## config.mk

```make
export PLATFORM = sky130hd
export DESIGN_NAME = ab_pwmeas
export DESIGN_NICKNAME = d
export VERILOG_FILES = /design/src/rtl/ab_pkg.sv /design/src/rtl/ab_sync.sv /design/src/rtl/ab_pwmeas.sv
export SDC_FILE = /design/constraint.sdc
export NUM_CORES = 1
export LEC_CHECK = 0
export ABC_AREA = 1
export CORE_ASPECT_RATIO = 0.8
export CORE_MARGIN = 2
export CORE_UTILIZATION = 58
export DETAILED_ROUTE_END_ITERATION = 10
export GPL_TIMING_DRIVEN = 0
export PLACE_DENSITY = 0.79
export REMOVE_ABC_BUFFERS = 1
export SYNTH_ARGS = -nofsm -noshare
export SYNTH_HDL_FRONTEND = slang
export SYNTH_HIERARCHICAL = 1
export SYNTH_SLANG_ARGS = --single-unit
```

## constraint.sdc

```tcl
create_clock -name clk -period 4.1 [get_ports clk]
set_input_delay 0.41 -clock clk [delete_from_list [all_inputs] [get_ports clk]]
set_output_delay 0.41 -clock clk [all_outputs]
set_load 0.05 [all_outputs]
```

## src/rtl/ab_pkg.sv

```systemverilog
// Shared definitions for the pulse-width measurement block.
package ab_pkg;

  localparam logic [1:0] ARM  = 2'd0;
  localparam logic [1:0] IDLE = 2'd1;
  localparam logic [1:0] MEAS = 2'd2;
  localparam logic [1:0] OVER = 2'd3;

  typedef enum logic [1:0] {
    StArm  = ARM,
    StIdle = IDLE,
    StMeas = MEAS,
    StOver = OVER
  } ab_state_e;

endpackage

```

## src/rtl/ab_sync.sv

```systemverilog
// Multi-flop synchronizer bringing pulse_in into the clk domain.
module ab_sync #(
  parameter int unsigned SYNC = 2
) (
  input  logic clk,
  input  logic rst_n,
  input  logic d,
  output logic s
);

  logic [SYNC-1:0] chain_q;

  always_ff @(posedge clk or negedge rst_n) begin
    if (!rst_n) chain_q <= '0;
    else        chain_q <= {chain_q[SYNC-2:0], d};
  end

  assign s = chain_q[SYNC-1];

endmodule

```

## src/rtl/ab_pwmeas.sv

```systemverilog
// Measures the high time of an asynchronous pulse in clk cycles, with
// short/long rejection and one-cycle result strobes.
module ab_pwmeas
  import ab_pkg::*;
#(
  parameter int unsigned CW    = 7,
  parameter int unsigned MIN_W = 1,
  parameter int unsigned MAX_W = 127,
  parameter int unsigned SYNC  = 2
) (
  input  logic          clk,
  input  logic          rst_n,
  input  logic          pulse_in,
  output logic [CW-1:0] width,
  output logic          valid,
  output logic          err_short,
  output logic          err_long,
  output logic          busy
);

  localparam logic [CW-1:0] MinW = CW'(MIN_W);
  localparam logic [CW-1:0] MaxW = CW'(MAX_W);
  localparam int unsigned   AW   = $clog2(SYNC + 1);
  localparam logic [AW-1:0] Flushed = AW'(SYNC);

  logic          s, s_q, rise, fall;
  logic [AW-1:0] arm_cnt_q;
  ab_state_e     state_q, state_d;
  logic [CW-1:0] cnt_q, cnt_d, width_q, width_d;
  logic          valid_q, valid_d, err_short_q, err_short_d, err_long_q, err_long_d;

  ab_sync #(
    .SYNC(SYNC)
  ) u_sync (
    .clk  (clk),
    .rst_n(rst_n),
    .d    (pulse_in),
    .s    (s)
  );

  assign rise = s & ~s_q;
  assign fall = ~s & s_q;

  // The chain's reset zeros are not a real low level; only leave ARM once
  // s carries a sample taken after reset release.
  always_ff @(posedge clk or negedge rst_n) begin
    if (!rst_n) begin
      s_q       <= 1'b0;
      arm_cnt_q <= '0;
    end else begin
      s_q <= s;
      if (arm_cnt_q != Flushed) arm_cnt_q <= arm_cnt_q + AW'(1);
    end
  end

  always_ff @(posedge clk or negedge rst_n) begin
    if (!rst_n) state_q <= StArm;
    else        state_q <= state_d;
  end

  always_comb begin
    state_d = state_q;
    unique case (state_q)
      StArm:  if (arm_cnt_q == Flushed && !s) state_d = StIdle;
      StIdle: if (rise) state_d = StMeas;
      StMeas: begin
        if (fall)                     state_d = StIdle;
        else if (s && cnt_q == MaxW)  state_d = StOver;
      end
      StOver: if (fall) state_d = StIdle;
      default: state_d = StArm;
    endcase
  end

  always_comb begin
    cnt_d       = cnt_q;
    width_d     = width_q;
    valid_d     = 1'b0;
    err_short_d = 1'b0;
    err_long_d  = 1'b0;
    unique case (state_q)
      StIdle: if (rise) cnt_d = CW'(1);
      StMeas: begin
        if (fall) begin
          if (cnt_q >= MinW) begin
            valid_d = 1'b1;
            width_d = cnt_q;
          end else begin
            err_short_d = 1'b1;
          end
        end else if (s) begin
          if (cnt_q == MaxW) err_long_d = 1'b1;
          else               cnt_d      = cnt_q + CW'(1);
        end
      end
      default: ;
    endcase
  end

  always_ff @(posedge clk or negedge rst_n) begin
    if (!rst_n) begin
      cnt_q       <= '0;
      width_q     <= '0;
      valid_q     <= 1'b0;
      err_short_q <= 1'b0;
      err_long_q  <= 1'b0;
    end else begin
      cnt_q       <= cnt_d;
      width_q     <= width_d;
      valid_q     <= valid_d;
      err_short_q <= err_short_d;
      err_long_q  <= err_long_d;
    end
  end

  assign width     = width_q;
  assign valid     = valid_q;
  assign err_short = err_short_q;
  assign err_long  = err_long_q;
  assign busy      = (state_q == StMeas) || (state_q == StOver);

endmodule
```

==> results.ini, run 1 <==
[synth]
synth_commonest_cells = nand2_1 (56), dfrtp_1 (24), nor2_1 (15), inv_1 (11), o21ai_0 (10)
netlist_top_cells_area = dfrtp_1 (49%), nand2_1 (17%), ha_1 (7.1%)
syn_area_per_cell_um2 = 8.19
synth_top_family_by_area = simple AND/OR/NAND/NOR gates
ys_ff_latch = 24
synthXorXnorAreaFrac_pct = 0.709
synthMuxAreaShare_pct = 0
synthAdderAreaFrac_pct = 7.09
synth-compound-area-share_pct = 6.48
synth_top_cell_by_area = dfrtp_1
synth_top_area_share_pct = 48.6
ys.flop_type = dfrtp_1
synth.most_common_cell = nand2_1
synth-simple-area-share_pct = 32.6
syn_area_um2 = 1240
yosysUniqueCellTypes = 23
yosysSeqAreaShare_pct = 48.6
synth-edff-count = 0
async_reset_ff_share_pct = 100
synth_cells = 151
ys_warn_count = 6

[place]
routabilityCongestion = 0.842
portBuffers = 13
dp_hpwl_um = 1700

[sta]
final.setup.tns_ps = 0
period_share_pct = 62.2
worst_slew_pin_slew_ps = 1060
finClkSkew_ps = 8.52
finalSetupViolCount = 0
final-max-slew-violation-count = 0
hold_slack_ps = 367
fmaxAchievable_mhz = 392
final.min_clock_period_ps = 2550
rsz0062_at_grt = no
finalHoldViolCount = 0
slew_headroom_pct = 29.1

[floorplan]
die-area_um2 = 2520
rows = 14
start_util_pct = 63.6
coreArea_um2 = 1940
die_y_um = 45.3
io_pins = 14
die_w_um = 55.6

[power_and_ir_drop]
total_leakage_power_nw = 0.717
ir_drop_mv = 0.434
p_per_area_nw_per_um2 = 548

[clock_tree]
cts_tree = yes
cts_setup_buffers = 0
cts_buffer_depth = 2
cts.htree.levels = 1
cts.sinks = 24
path_clk_slew_ps = 120
cts_root_buf = clkbuf_4
cts_resized = 0
numCtsBuffers = 3
clk_latency_ps = 320
holdBufCountCts = 0

[layout]
drive_gt1_share_pct = 7.78
seq_area_um2 = 601
fin_nets = 178
multiInputGateArea_um2 = 579
num-fill-cells = 140
syn2layout_area_growth_pct = 16.3
fin_util_pct = 73.9
antenna_cells = 0

[grt]
grt_usage_pct = 21.6
grt_pass1_vias = 953
grt_pass1_wl_um = 4080
grt_overflow = 0
antenna_found_initial = 0
grt_max_degree = 25

[critical_path]
worstSetupPathType = register to primary output
r2r_end = cnt_q[5]
ff2ff_path_depth = 7
cp-start-kind = register
end_kind = primary output
endpoint = busy
r2r-start = state_q[0]
crit_arrival_ps = 2140
rrSetupSlack_ps = 2410
crit_fanout = 7
cp_data_required_time_ps = 3690
setup.worst_path.start = state_q[0]

[detailed_routing]
drc = 0
dr.pass1.iters = 4
routed_via_density = 5.30
drtAntennaViolNets = 0
dr.first_iter.drc_count = 26
wl_um = 2430
routed-via-count = 1013
wl_per_cell_um = 12.7

[run]
cap_violations = 0

[outcome]
status = completed

[hold_path]
holdCritPathClass = register to register

-- power by group --
group          internal, mW  switching, mW  leakage [nW]
combinational        0.0995          0.216         0.373
sequential            0.265         0.0365         0.316
clock                0.0990         0.0720        0.0279
-- flip-flops by register name, indices dropped and copies added, names as in the netlist --
register and flops:
arm_cnt_q 2, valid 1, u_sync/chain_q 2, cnt_q 7, state_q 2, s_q 1, width 7, err_short 1
err_long 1
-- logic make-up (layout without fill, tap and decap cells) --
kind of cell | count (synthesis) | after routing
AO/OA/AOI/OAI | 15 | 15
XOR/XNOR | 1 | 1
adder cells (fa/ha/maj) | 7 | 7
buffers and inverters | 13 | 29
flip-flops | 24 | 24
AND/OR/NAND/NOR | 91 | 91
-- final cells by class --
| cell class | instances | share of cell area, % |
|---|---|---|
| sequential | 24 | 41.8 |
| inverter | 12 | 3.13 |
| clock inverter | 1 | 2.09 |
| multi-input combinational | 114 | 40.3 |
| tap | 24 | 2.09 |
| timing repair buffer | 13 | 9.05 |
| clock buffer | 3 | 1.57 |
-- layout by cell type (no fill, tap or decap), types with 3 or more instances in the layout --
cell type	instances
clkdlybuf4s50_1	13
nand2_1	56
dfrtp_1	24
nand3_1	8
inv_1	11
nor2_1	15
clkbuf_4	3
ha_1	7
o21ai_0	10
-- worst max-delay path, stage by stage, from the launching register on --
cell and delay (ps):
dfrtp_1 420, inv_1 80, ha_1 300, or2_2 320
clkdlybuf4s50_1 700
-- through the flow --
step / cells / power (mW) / worst slack [ps] / area [um2]
after CTS: 191 / 0.787 / 1550 / 1440
after global placement: 187 / 0.598 / 1950 / 1390
after detailed placement: 187 / 0.614 / 1910 / 1390
after floorplan: 150 / 0.528 / 2550 / 1220
final: 191 / 0.788 / 1550 / 1440
after global routing: 191 / 0.837 / 1460 / 1440
-- metal layers --
layer / vias up / global-route usage [%] / wire (um)
met3: 4 / 6.02 / 104
met5: - / 0 / 0
li1: 507 / - / -
met1: 479 / 26.3 / 1130
met4: 0 / 6.83 / 29
met2: 23 / 38.3 / 1170
-- worst min path at each step --
stage                 startpoint                 to  slack [ps]  cells after the start
4_1_cts        u_sync/chain_q[0]  u_sync/chain_q[1]         370                      0
3_3_place_gp   u_sync/chain_q[0]  u_sync/chain_q[1]         330                      0
6_report       u_sync/chain_q[0]  u_sync/chain_q[1]         370                      0
2_1_floorplan              rst_n       arm_cnt_q[0]         110                      0
3_5_place_dp   u_sync/chain_q[0]  u_sync/chain_q[1]         340                      0
5_1_grt        u_sync/chain_q[0]  u_sync/chain_q[1]         380                      0
Power figures use the tool's default switching activity.
==> run 2: changes to the inputs <==
Settings changed: CORE_UTILIZATION 58 to 54, PLACE_DENSITY 0.79 to 0.74.
Clock period 4.1 ns to 2.5 ns, I/O delays scaled along.
==> run 2 against run 1 <==
  * Final cell count increased by 0.52%
  * Utilization fell by 7.2 points
  * Count of clock-buffer cells in the layout did not move
  * Die area rose by 6.8%
  * Total power increased by 62%
  * Clock skew decreased by 1.5 ps
  * Global-route usage decreased by 0.70 points
  * Flip-flop and latch count stayed put
  * Via count is 1.2% lower
  * Wire length hardly changed
  * Combinational power is 61% higher
  * Critical endpoint unchanged
==> results.ini, run 2 (synthesis results as in run 1) <==
[outcome]
status = completed  ; unchanged

[sta]
hold_slack_ps = 361  ; was 367 ps
period_share_pct = 81.0
worst_slew_pin_slew_ps = 1030  ; was 1060 ps
finalHoldViolCount = 0  ; unchanged
final-max-slew-violation-count = 0  ; unchanged
rsz0062_at_grt = no  ; unchanged
slew_headroom_pct = 31.0  ; was 29.1%
fmaxAchievable_mhz = 494
final.min_clock_period_ps = 2020
finalSetupViolCount = 0  ; unchanged
finClkSkew_ps = 7.01  ; was 8.52 ps
final.setup.tns_ps = 0  ; unchanged

[grt]
antenna_found_initial = 0  ; unchanged
grt_pass1_vias = 933  ; was 953
grt_max_degree = 25  ; unchanged
grt_overflow = 0  ; unchanged
grt_pass1_wl_um = 4180  ; was 4080 um
grt_usage_pct = 20.9  ; was 21.6%

[clock_tree]
holdBufCountCts = 0  ; unchanged
path_clk_slew_ps = 130  ; was 120 ps
cts_resized = 0  ; unchanged
cts_buffer_depth = 2  ; unchanged
numCtsBuffers = 3  ; unchanged
cts_root_buf = clkbuf_4  ; unchanged
cts_tree = yes  ; unchanged
clk_latency_ps = 310  ; was 320 ps
cts_setup_buffers = 0  ; unchanged
cts.sinks = 24  ; unchanged
cts.htree.levels = 1  ; unchanged

[power_and_ir_drop]
swShare_pct = 40.5  ; was 41.2%
switchingPower_mw = 0.518  ; was 0.324 mW
power_mw = 1.28  ; was 0.788 mW
total_leakage_power_nw = 0.732  ; was 0.717 nW
p_per_area_nw_per_um2 = 887  ; was 548 nW/um2
p_seq_share_pct = 38.7  ; was 38.3%
p_int_mw = 0.760  ; was 0.464 mW
ir_drop_mv = 0.598  ; was 0.434 mV
p_comb_share_pct = 39.7  ; was 40.0%
p_clk_share_pct = 21.6  ; was 21.7%

[layout]
layout_common_cells = nand2_1 (56), dfrtp_1 (24), nor2_1 (15)  ; unchanged
antenna_cells = 0  ; unchanged
drive_gt1_share_pct = 7.78  ; unchanged
layout_commonest_cell = nand2_1  ; unchanged
fin_nets = 178  ; unchanged
syn2layout_area_growth_pct = 16.6  ; was 16.3%

[critical_path]
crit_fanout = 7  ; unchanged
r2r-start = state_q[0]  ; unchanged
worstSetupPathType = register to primary output  ; unchanged
setup.worst_path.start = state_q[0]  ; unchanged
cp_data_required_time_ps = 2250  ; was 3690 ps
cp-start-kind = register  ; unchanged
crit_arrival_ps = 1770  ; was 2140 ps
end_kind = primary output  ; unchanged
ff2ff_path_depth = 8  ; was 7

[detailed_routing]
routed_via_density = 5.21  ; was 5.30
wl_um = 2430  ; about the same
dr.pass1.iters = 4  ; unchanged
drc = 0  ; unchanged
drtAntennaViolNets = 0  ; unchanged
routed-via-count = 1001  ; was 1,013
wl_per_cell_um = 12.7  ; about the same
dr.first_iter.drc_count = 29  ; was 26

[floorplan]
io_pins = 14  ; unchanged
rows = 15  ; was 14
die-area_um2 = 2690  ; was 2520 um2
die_y_um = 46.8  ; was 45.3 um
die_w_um = 57.5  ; was 55.6 um
start_util_pct = 57.3  ; was 63.6%
coreArea_um2 = 2160  ; was 1940 um2

[hold_path]
hp-start = pulse_in  ; was u_sync/chain_q[0]
holdCritPathClass = primary input to register  ; was register to register
holdPathStages = 1  ; was 0

[place]
portBuffers = 13  ; unchanged
dp_hpwl_um = 1840  ; was 1700 um
routabilityCongestion = 0.850  ; was 0.842

[run]
cap_violations = 0  ; unchanged

-- run 2: cell types whose count changed in the layout (fill, tap and decap cells not counted), sizes merged --
cell           delta
clkdlybuf4s50     -1
dlymetal6s2s      +1
-- run 2: per-layer routing --
| metal | vias to the layer above | track usage, % | part of all wire, % |
|---|---|---|---|
| li1 | 508 | - | - |
| met1 | 466 | 26.9 | 45 |
| met2 | 23 | 37.3 | 48 |
| met3 | 4 | 5.79 | 5.1 |
| met4 | 0 | 2.79 | 1.2 |
| met5 | - | 0 | 0 |
-- run 2: per-stage QoR --
step | worst slack [ps] | utilization [%] | cell area, um2 | cells
final | 475 | 66.8 | 1440 | 192
after global routing | 361 | 66.8 | 1440 | 192
after CTS | 77.8 | 66.7 | 1440 | 192
after detailed placement | 458 | 64.2 | 1390 | 188
after global placement | 473 | 64.2 | 1390 | 188
after floorplan | 1110 | - | 1220 | 150
-- run 2: worst paths after layout --
path,slack (ps),end
worst max-delay path,480,busy
worst min-delay path,360,u_sync/chain_q[0]
worst max register to register,840,state_q[1]
worst min register to register,370,u_sync/chain_q[1]
max in group asynchronous,1390,u_sync/chain_q[1]
min in group asynchronous,480,arm_cnt_q[1]
-- run 2: layout make-up --
type	instances	area (um2)
flip-flops and latches	24	601
clock buffers	3	22.5
clock inverters	1	30.0
inverters	12	45.0
multi-input cells	114	579
well taps	25	31.3
repair buffers	13	133
fillers	185	717
-- run 2: power groups by stage --
stage	logic, mW	clock network (mW)	registers [mW]
2_1_floorplan	0.330	0	0.535
3_3_place_gp	0.487	0	0.495
3_5_place_dp	0.511	0	0.500
4_1_cts	0.513	0.281	0.494
5_1_grt	0.569	0.301	0.504
6_report	0.507	0.276	0.495
-- run 2: worst max-delay path: stages (launching register included) --
cell and delay (ps):
dfrtp_1 440, inv_1 80, ha_1 300, or2_2 320
dlymetal6s2s_1 310
